<file path="src/rtl/updown_mod_counter.sv">
// Parametrised up/down modulo counter with parallel load, wrap/saturate ends and a
// combinational terminal count. Define UPDN_CNT_STATUS_EN to add sticky ovf/unf flags.
module updown_mod_counter #(
    parameter int N        = 4,
    parameter int MOD      = 16,
    parameter int SATURATE = 0
) (
    input  logic         clk,
    input  logic         rstn,
    input  logic         en,
    input  logic         dir,
    input  logic         load,
    input  logic [N-1:0] load_val,
    input  logic         clr_status,
    output logic [N-1:0] out,
    output logic         tc,
    output logic         ovf,
    output logic         unf
);

    localparam logic [N-1:0] MAX_VAL = N'(MOD - 1);

    logic [N-1:0] r_cnt;
    logic [N-1:0] w_cnt_nxt;
    logic [N-1:0] w_load_clamped;
    logic         w_at_max;
    logic         w_at_min;

    assign w_at_max       = (r_cnt == MAX_VAL);
    assign w_at_min       = (r_cnt == '0);
    assign w_load_clamped = (load_val > MAX_VAL) ? MAX_VAL : load_val;

    always_comb begin
        w_cnt_nxt = r_cnt;
        if (load) begin
            w_cnt_nxt = w_load_clamped;
        end else if (en) begin
            if (!dir) begin
                if (!w_at_max) begin
                    w_cnt_nxt = r_cnt + 1'b1;
                end else if (SATURATE == 0) begin
                    w_cnt_nxt = '0;
                end
            end else begin
                if (!w_at_min) begin
                    w_cnt_nxt = r_cnt - 1'b1;
                end else if (SATURATE == 0) begin
                    w_cnt_nxt = MAX_VAL;
                end
            end
        end
    end

    always_ff @(posedge clk or negedge rstn) begin
        if (!rstn) begin
            r_cnt <= '0;
        end else begin
            r_cnt <= w_cnt_nxt;
        end
    end

    assign out = r_cnt;
    // Purely combinational so a following stage can use it as its enable on the same edge.
    assign tc  = en & ~load & ((~dir & w_at_max) | (dir & w_at_min));

`ifdef UPDN_CNT_STATUS_EN
    logic r_ovf;
    logic r_unf;

    // A terminal event on the same edge as clr_status keeps the flag set.
    always_ff @(posedge clk or negedge rstn) begin
        if (!rstn) begin
            r_ovf <= 1'b0;
            r_unf <= 1'b0;
        end else begin
            if (tc && !dir) begin
                r_ovf <= 1'b1;
            end else if (clr_status) begin
                r_ovf <= 1'b0;
            end
            if (tc && dir) begin
                r_unf <= 1'b1;
            end else if (clr_status) begin
                r_unf <= 1'b0;
            end
        end
    end

    assign ovf = r_ovf;
    assign unf = r_unf;
`else
    logic w_unused_clr;

    assign w_unused_clr = clr_status;
    assign ovf          = 1'b0;
    assign unf          = 1'b0;
`endif

endmodule
</file>
<file path="config.mk">
export PLATFORM = sky130hd
export DESIGN_NAME = updown_mod_counter
export DESIGN_NICKNAME = d
export VERILOG_FILES = /design/src/rtl/updown_mod_counter.sv
export SDC_FILE = /design/constraint.sdc
export NUM_CORES = 1
export LEC_CHECK = 0
export CAP_MARGIN = 20
export CORE_AREA = 2 2 39 41
export CTS_BUF_LIST = sky130_fd_sc_hd__clkbuf_16
export DETAILED_ROUTE_END_ITERATION = 10
export DIE_AREA = 0 0 41 43
export PLACE_DENSITY_LB_ADDON = 0.08
export SLEW_MARGIN = 15
export SYNTH_ARGS = -nofsm -noshare
export SYNTH_HDL_FRONTEND = slang
export SYNTH_SLANG_ARGS = --single-unit
</file>
<file path="constraint.sdc">
create_clock -name clk -period 3.3 [get_ports clk]
set_input_delay 0.33 -clock clk [delete_from_list [all_inputs] [get_ports clk]]
set_output_delay 0.33 -clock clk [all_outputs]
set_load 0.1 [all_outputs]
</file>
==> key figures <==
Run status
  • Outcome: finished clean

Floorplan
  • Num rows: 14
  • Horiz. Die Dim: 41 um
  • Ports: 17
  • Die footprint: 1763 sq um
  • DIE HEIGHT: 43 um
  • Starting Density: 0.2441
  • Core Area: 1384 sq um

Power and ir drop
  • Cell internal pwr: 249.4 uW
  • Combinational fraction of design power: 0.330
  • Psw: 127.3 uW
  • Power share of the clock group: 0.492
  • Seq pwr share: 0.178
  • Switching portion of total power: 0.3379
  • PD cells: 690.4 nW/um^2
  • Worst vdd ir: 0.0004880 V
  • Total Power: 376.6 uW
  • Leakage power: 0.2332 nW

Flow run
  • Max_cap viols: 0

STA
  • Setup_tns: 0 ns
  • Slew at the pin closest to its max-slew limit: 0.9717 ns
  • Worst Skew: 0.001600 ns
  • Setup repair after global routing missed its margin: no
  • Count of final setup violators: 0
  • Final min period: 2.188 ns
  • Crit share post-route: 0.6631
  • Fmax: 0.4570 GHz
  • WHS: 0.3090 ns
  • Setup WS post-layout: 1.112 ns
  • Fin. Hold Viols: 0
  • Slew margin rel.: 0.3502
  • Fin. max-slew vios: 0

Worst setup path
  • Worst reg2reg path depth: 4
  • Crit-path slowest cell: clkdlybuf4s50_1
  • Worst Setup End Kind: output port
  • CP peak stage delay: 1.18 ns
  • Crit path cell chain: clkdlybuf4s50_1
  • Worst path buffer plus inverter count: 1
  • Worst path arrival time: 1.86 ns
  • Max Fanout on Critical Path: 7
  • Critical path class: reg -> out
  • WP data required: 2.97 ns
  • Reg2reg setup slack: 1.68 ns
  • Crit Reg-Reg Startpoint: out[0]$_DFFE_PN0P_
  • Critical path launch point type: flop
  • RR Endpoint: out[3]$_DFFE_PN0P_
  • CP top delay family: buffers and inverters

Synth
  • Post-Syn Area per Cell: 8.043 sq um
  • Seq/Total Area, Yosys: 0.2963
  • Mapped cell area: 337.8 sq um
  • Cells after synthesis: 42
  • YS warnings: 0
  • Yosys cell types: 22
  • #FFs+latches synth: 4

Drt
  • Drt total wl: 782 um
  • DRC viols: 0
  • Drt pass-1 iters: 3
  • Drt wl/cell: 10.86 um
  • DR vias: 336
  • Initial DRC Count: 6
  • Final ANT Viol Nets: 0
  • Via/cell ratio: 4.667

Global route
  • Met2 usage: 0.1688
  • Global-route wire length before repair: 1276 um
  • Number of global-route vias before repair: 308
  • GRT Resource Usage Total: 0.1080
  • Met3 Use GR: 0.03141
  • Largest net degree at the start of global routing: 10
  • Initial antenna violation count: 0
  • Peak-usage layer in the global routing report: met2
  • GRT met1 Usage: 0.1242
  • Grt total ovfl: 0

Layout
  • N_diodes: 0
  • Post-route non-filler standard cell count: 72
  • Max reg flops: 4
  • Core Util, Final: 0.3942
  • P&R area growth vs syn: 61.48%
  • Final Net Count: 70
  • Proportion of layout cells with a drive suffix above 1: 0.07143
  • Fin area: 545.5 sq um

Clocking
  • Post-CTS Setup Inserts: 0
  • CTS root buf: clkbuf_16
  • TritonCTS clock tree: done
  • CTS Hold Buffers Added: 0
  • Resized Gates After CTS: 0
  • Clock Latency Late Sink: 0.22 ns
  • Clock Path Buffers: 2
  • Clock transition at path regs: 0.03 ns
  • CTS H-tree depth: 1
  • CTS Buf Count: 3
  • Clock sink total: 4

Placed design
  • Final GP Congestion: 0.6708
  • HPWL Detailed: 647.3 um
  • IO Port Bufs: 13
  • Place WS: 1.261 ns
  • Post-DP Area: 470.5 sq um
  • Placed cells: 69

Worst hold path
  • Worst hold path type: in -> async
## routing by layer
layer	up-vias	share of wire
li1	170	-
met1	148	0.41
met2	15	0.49
met3	3	0.072
met4	0	0.018
met5	-	0
## worst max-delay path by stage
stage / startpoint / endpoint / depth (start not counted)
3_5_place_dp: dir / tc / 6
2_1_floorplan: out[0]$_DFFE_PN0P_ / tc / 4
5_1_grt: out[1]$_DFFE_PN0P_ / out[1] / 1
3_3_place_gp: dir / tc / 6
4_1_cts: out[0]$_DFFE_PN0P_ / out[0] / 1
6_report: out[0]$_DFFE_PN0P_ / out[0] / 1
## layout by cell type, fill, tap and decap left out
cell / synthesis / layout
dfrtp_1: 4 / 4
nor3b_1: 2 / 2
inv_1: 4 / 4
and2_1: 1 / 1
nand2b_1: 2 / 2
nor2_1: 2 / 2
or4b_1: 1 / 1
a221oi_1: 1 / 1
a21oi_1: 1 / 1
a31oi_1: 1 / 1
ha_1: 2 / 2
o21ai_1: 4 / 4
xnor2_1: 3 / 3
o31a_1: 1 / 1
conb_1: 1 / 2
a211o_1: 1 / 1
nand2_1: 4 / 4
o311ai_1: 1 / 1
o21ai_0: 2 / 2
buf_4: 2 / 1
clkbuf_16: 0 / 3
clkdlybuf4s50_1: 0 / 12
nor2b_1: 1 / 1
## logic make-up (layout without fill, tap and decap cells)
family          Yosys count  in the layout  synth area share
simple gates             13             13            0.2148
compound gates           12             12            0.2259
buf+inv                   7             20           0.09996
flops                     4              4            0.2963
xor+xnor                  3              3           0.07779
fa+ha+maj                 2              2           0.07406
other cells               1              2           0.01110
## area by class of cell
cell class | instances | area (sq um)
clock buffer | 3 | 75.07
fill | 139 | 838.3
inverter | 4 | 15.01
multi-input combinational | 32 | 207.7
sequential | 4 | 100.1
tap | 16 | 20.02
timing repair buffer | 13 | 127.6
## synth_stat cells
cell / n / area, sq um
conb_1: 1 / 3.750
clkbuf_1: 1 / 3.750
nand2b_1: 2 / 12.51
a221oi_1: 1 / 8.760
nor3b_1: 2 / 15.01
and2_1: 1 / 6.260
o21ai_0: 2 / 10.01
buf_4: 2 / 15.01
nor2b_1: 1 / 6.260
o31a_1: 1 / 8.760
ha_1: 2 / 25.02
a21oi_1: 1 / 5.000
a31oi_1: 1 / 6.260
o21ai_1: 4 / 20.02
inv_1: 4 / 15.01
xnor2_1: 3 / 26.28
nand2_1: 4 / 15.01
dfrtp_1: 4 / 100.1
o311ai_1: 1 / 8.760
a211o_1: 1 / 8.760
or4b_1: 1 / 10.01
nor2_1: 2 / 7.510
## power groups by stage
stage                     Combinational [mW]  Sequential (mW)  Clock, mW
after floorplan                       0.0483            0.111          0
after global placement                 0.122           0.0670          0
after detailed placement               0.125           0.0677          0
after CTS                              0.125           0.0672      0.188
after global routing                   0.132           0.0690      0.192
final                                  0.124           0.0670      0.185
(Power assumes the default switching activity.)
